==> src/rtl/riscv_pkg.sv <==
// Shared RISC-V definitions used by the fetch front end and its neighbours.
package riscv_pkg;

    // Architectural data / PC width.
    localparam int XLEN = 32;

    // Canonical NOP (addi x0, x0, 0); shown on the output stage after reset.
    localparam logic [31:0] NOP_INSTR = 32'h0000_0013;

    // Fetch sequencer states. HALT is terminal until reset.
    typedef enum logic {
        FETCH_RUN  = 1'b0,
        FETCH_HALT = 1'b1
    } fetch_state_t;

    // A redirect target is usable only if it is word aligned.
    function automatic logic is_word_aligned(input logic [1:0] low_bits);
        return (low_bits == 2'b00);
    endfunction

endpackage : riscv_pkg

==> src/rtl/instr_fetch.sv <==
// Instruction fetch stage: owns the PC, addresses the instruction ROM
// combinationally and captures the returned word into a one-entry
// valid/ready output stage. Execute can redirect the PC; a misaligned
// redirect target stops fetching until reset.
module instr_fetch
    import riscv_pkg::*;
#(
    parameter int               XLEN_P   = XLEN,
    parameter int               ADDR_W   = 12,
    parameter logic [XLEN_P-1:0] RESET_PC = '0
) (
    input  logic              clk,
    input  logic              rst_n,
    input  logic              fetch_en,
    input  logic              redirect_vld,
    input  logic [XLEN_P-1:0] redirect_pc,
    output logic [ADDR_W-1:0] rom_addr,
    input  logic [XLEN_P-1:0] rom_data,
    output logic              out_valid,
    input  logic              out_ready,
    output logic [XLEN_P-1:0] out_instr,
    output logic [XLEN_P-1:0] out_pc,
    output logic              fetch_err
);

    // ------------------------------------------------------------------
    // State
    // ------------------------------------------------------------------
    fetch_state_t      state_reg,     state_next;
    logic [XLEN_P-1:0] pc_reg,        pc_next;
    logic              out_valid_reg, out_valid_next;
    logic [XLEN_P-1:0] out_instr_reg, out_instr_next;
    logic [XLEN_P-1:0] out_pc_reg,    out_pc_next;
    logic              fetch_err_reg, fetch_err_next;

    // Decode strobes, exposed as named nets so the priority order is visible.
    logic running;
    logic redirect_bad;   // misaligned redirect: halt
    logic redirect_ok;    // aligned redirect: flush and retarget
    logic slot_free;      // output stage empty or draining this cycle
    logic load;           // capture rom_data into the output stage
    logic drain;          // consumer takes the last word and no refill

    // ------------------------------------------------------------------
    // ROM addressing and next-state decode.
    // Priority: bad redirect > good redirect > load > drain > hold.
    // A redirect always kills the word in the output stage, even if the
    // consumer is accepting it this same cycle; decode treats it as a kill.
    // ------------------------------------------------------------------
    always_comb begin
        // Word address: drop the byte offset, ignore PC bits above the ROM,
        // so fetches wrap around the ROM image.
        rom_addr = pc_reg[ADDR_W+1:2];

        running      = (state_reg == FETCH_RUN);
        redirect_bad = running && redirect_vld && !is_word_aligned(redirect_pc[1:0]);
        redirect_ok  = running && redirect_vld &&  is_word_aligned(redirect_pc[1:0]);
        slot_free    = !out_valid_reg || out_ready;
        load         = running && !redirect_vld && fetch_en && slot_free;
        drain        = running && !redirect_vld && !fetch_en && out_valid_reg && out_ready;

        // Default: every register holds (covers stall and HALT).
        state_next     = state_reg;
        pc_next        = pc_reg;
        out_valid_next = out_valid_reg;
        out_instr_next = out_instr_reg;
        out_pc_next    = out_pc_reg;
        fetch_err_next = fetch_err_reg;

        if (redirect_bad) begin
            // PC is left where it was so the failing context is preserved.
            out_valid_next = 1'b0;
            fetch_err_next = 1'b1;
            state_next     = FETCH_HALT;
        end else if (redirect_ok) begin
            pc_next        = redirect_pc;
            out_valid_next = 1'b0;
        end else if (load) begin
            out_instr_next = rom_data;
            out_pc_next    = pc_reg;
            out_valid_next = 1'b1;
            pc_next        = pc_reg + XLEN_P'(4);
        end else if (drain) begin
            out_valid_next = 1'b0;
        end

        // In HALT the output stage must read as empty regardless of history.
        if (state_next == FETCH_HALT) begin
            out_valid_next = 1'b0;
        end
    end

    // ------------------------------------------------------------------
    // PC, output stage, error flag and FSM state register.
    // ------------------------------------------------------------------
    always_ff @(posedge clk or negedge rst_n) begin
        if (!rst_n) begin
            state_reg     <= FETCH_RUN;
            pc_reg        <= RESET_PC;
            out_valid_reg <= 1'b0;
            out_instr_reg <= XLEN_P'(NOP_INSTR);
            out_pc_reg    <= '0;
            fetch_err_reg <= 1'b0;
        end else begin
            state_reg     <= state_next;
            pc_reg        <= pc_next;
            out_valid_reg <= out_valid_next;
            out_instr_reg <= out_instr_next;
            out_pc_reg    <= out_pc_next;
            fetch_err_reg <= fetch_err_next;
        end
    end

    // ------------------------------------------------------------------
    // Outputs come straight from registers.
    // ------------------------------------------------------------------
    assign out_valid = out_valid_reg;
    assign out_instr = out_instr_reg;
    assign out_pc    = out_pc_reg;
    assign fetch_err = fetch_err_reg;

endmodule : instr_fetch

==> config.mk <==
export PLATFORM = sky130hd
export DESIGN_NAME = instr_fetch
export DESIGN_NICKNAME = d
export VERILOG_FILES = /design/src/rtl/riscv_pkg.sv /design/src/rtl/instr_fetch.sv
export SDC_FILE = /design/constraint.sdc
export NUM_CORES = 1
export LEC_CHECK = 0
export ABC_CLOCK_PERIOD_IN_PS = 2100
export CAP_MARGIN = 10
export CORE_UTILIZATION = 48
export CTS_BUF_LIST = sky130_fd_sc_hd__clkbuf_8
export CTS_CLUSTER_SIZE = 16
export DETAILED_ROUTE_END_ITERATION = 8
export GPL_TIMING_DRIVEN = 0
export PLACE_DENSITY = 0.83
export SETUP_SLACK_MARGIN = 0.3
export SLEW_MARGIN = 0
export SYNTH_ARGS = -nofsm -noshare
export SYNTH_HDL_FRONTEND = slang
export SYNTH_SLANG_ARGS = --single-unit
export TNS_END_PERCENT = 20
==> constraint.sdc <==
create_clock -name clk -period 2.1 [get_ports clk]
set_input_delay 0.42 -clock clk [delete_from_list [all_inputs] [get_ports clk]]
set_output_delay 0.42 -clock clk [all_outputs]
set_load 0.01 [all_outputs]
==> out/qor.yml <==
floorplanning:
  ios: 147
  die_x_um: 99.1
  coreArea_um2: 9200
  rows: 35
  floorplan.die.height_um: 99.1
  start_util_pct: 49.2
  die-area_um2: 9820
sta:
  min_period_over_period_pct: 93.8
  whs_ns: 0.0104
  skew_ns: 0.0191
  maxSlewHeadroom_pct: 61.6
  final-max-slew-violation-count: 0
  worstMarginPinSlew_ns: 0.577
  finalHoldViolations: 0
  setup_viol: 0
  rsz0062_at_grt: "true"
  fin_crit_ns: 1.97
  finalWorstSetupSlack_ns: 0.129
  clock.fmax_mhz: 507
finish:
  syn2layout_area_growth_pct: 52.4
  antenna_cells: 0
  drive_gt1_share_pct: 18.7
  fin_area_um2: 6900
  nNetsFinal: 776
worst_hold_path:
  hp-class: "primary input to asynchronous set/reset pin"
place:
  hpwl_um: 9160
  place.gp.congestion: 0.900
  placed_cell_area_um2: 6160
  numPortBuffers: 146
  post-place-ws_ns: -0.745
power:
  p_leak_nw: 3.38
  power_density_nw_per_um2: 658
  power_w: 0.00454
  irDropWorstVdd_uv: 391
grt:
  grt_first_pass_wirelength_um: 22300
  grt_pass1_vias: 4514
  grt_usage_pct: 29.1
  antenna_found_initial: 0
  grt_overflow: 0
  grt_max_degree: 58
critical_path:
  cp.required_ns: 1.68
  r2r_end: "pc_reg[31]"
  cp.depth: 3
  r2r_setup_slack_ns: 0.20
  cpPeakStageDelay_ns: 0.47
  endpoint: "rom_addr[0]"
  cpMostUsedCell: "buf_4"
  critPathLaunch: "pc_reg[2]"
  slowest_stage: "clkdlybuf4s50_1"
  r2r_start: "pc_reg[20]"
  crit_fanout: 3
  critPathCaptureType: "output port"
  start_kind: "flop"
  rr_worst_depth: 5
  critPathBufInv: 3
  path_delay_family: "buffers and inverters"
  worstPathCellList: "buf_4 -> buf_4 -> clkdlybuf4s50_1"
  worstPathArrival_ns: 1.55
  path_class: "flop to output port"
yosys:
  synth_nets: 582
  syn_area_um2: 4530
  yosysSeqAreaShare_pct: 54.8
  syn_area_per_cell_um2: 8.84
  syn_inst: 512
  ys.warnings.count: 0
  ys_types: 44
  ys_ff_latch: 99
clock_network:
  numCtsBuffers: 9
  htreeDepth: 3
  cts-root-buf: "clkbuf_8"
  clkLatencyLatePin_ns: 0.39
  cts_tree: "built"
  cts_max_path_buffers: 2
  clkSinkCount: 99
  clk_pin_slew_ns: 0.11
detailed_routing:
  ant_nets: 0
  drt_iter0_drc: 416
  viasPerCell: 5.75
  routed_wl_um: 14700
  drt_first_pass_iters: 7
  wire_per_inst_um: 17.8
  num_vias: 4730
  drc: 2
status:
  outcome: "finished with violations"
  violations: "design-rule violations"
run:
  cap_violations: 0
per-layer routing:
metal	global-route usage, %	wire length [µm]	vias up
li1	-	-	2092
met2	48.0	7370	315
met3	5.34	1290	80
met1	37.8	5380	2243
met5	0	0	-
met4	12.7	609	0
report_power, final:
part | switching, W | internal [W]
Clock | 0.000754 | 0.000577
Sequential | 0.000168 | 0.00211
Combinational | 0.000374 | 0.000558
kinds of logic after synthesis:
logic type / count (synthesis) / synth area share, %
and+or+nand+nor: 304 / 29.9
AOI/OAI and AO/OA: 59 / 9.04
buffers and inverters: 43 / 4.62
DFF: 99 / 54.8
muxes: 6 / 1.38
adders and majority gates: 1 / 0.276
synthesized netlist by cell type (all sizes together):
cell    number  share of area [%]
nand2      213                 18
dfrtp       96                 53
clkbuf      24                2.0
nand3       22                2.4
o21ai       22                2.4
nor2        17                1.4
buf         16                2.4
nand4       12                2.0
a221o       11                2.4
and3         7               0.97
nor4         7                1.6
and2         6               0.83
nand2b       6               0.83
a22oi        5               0.83
a31oi        5               0.69
mux2i        4               0.88
nor3         4               0.44
o211ai       4               0.66
a21oi        3               0.33
dfstp        3                1.7
inv          3               0.25
nor3b        3               0.50
o311ai       3               0.58
a32oi        2               0.39
mux2         2               0.50
or3          2               0.28
or4          2               0.33
a21boi       1               0.17
a21o         1               0.17
ha           1               0.28
nor2b        1               0.14
nor4b        1               0.19
o21bai       1               0.17
o31a         1               0.19
or4b         1               0.22
repair_timing:
| action | CTS | global route |
|---|---|---|
| resized for setup | 53 | 59 |
| pin swaps | 3 | 14 |
| setup buffers | 19 | 17 |
| endpoints found under the setup margin | 107 | 107 |
| hold buffers | 0 | 0 |
how the worst min path moves through the flow:
stage	start	cells past startpoint	endpoint
global placement	out_instr[4]	2	out_instr[4]
detailed placement	rst_n	1	out_instr[26]
floorplan	rst_n	0	fetch_err
global route	rst_n	1	out_instr[26]
CTS	rst_n	1	out_instr[26]
finish	rst_n	1	out_instr[26]
cell type report:
cell class                 count  area [µm²]
tap                          111         139
timing repair buffer         183        1780
clock inverter                 7        83.8
inverter                       3        11.3
clock buffer                   9         124
sequential                    99        2500
fill                         621        2300
buffer                        40         285
multi-input combinational    370        1980
cells in the final DEF (no fill, tap or decap), types with 3 or more instances in the layout:
cell | netlist | layout
a221o_1 | 11 | 11
a22oi_1 | 5 | 5
a31oi_1 | 5 | 5
and2_1 | 5 | 5
and3_1 | 7 | 6
buf_4 | 12 | 47
buf_6 | 0 | 5
clkbuf_2 | 0 | 13
clkbuf_4 | 0 | 6
clkbuf_8 | 0 | 9
clkdlybuf4s50_1 | 0 | 140
dfrtp_1 | 96 | 84
dfrtp_2 | 0 | 12
dfstp_2 | 3 | 3
dlymetal6s2s_1 | 0 | 3
inv_1 | 3 | 3
mux2i_1 | 4 | 4
nand2_1 | 212 | 208
nand2_4 | 0 | 3
nand2b_1 | 6 | 6
nand3_1 | 22 | 18
nand3_2 | 0 | 4
nand4_1 | 11 | 11
nor2_1 | 17 | 14
nor3b_1 | 3 | 3
nor4_1 | 4 | 3
nor4_4 | 1 | 4
o211ai_1 | 4 | 4
o21ai_0 | 22 | 14
o21ai_1 | 0 | 8
through the flow:
stage	std cells	TNS [ns]	util (%)
after floorplan	512	0	-
after global placement	769	-337.12	66.7
after detailed placement	770	-48.83	67.0
after CTS	805	0	72.2
after global routing	822	0	75.0
final	822	0	75.0
Power figures use the tool's default switching activity.
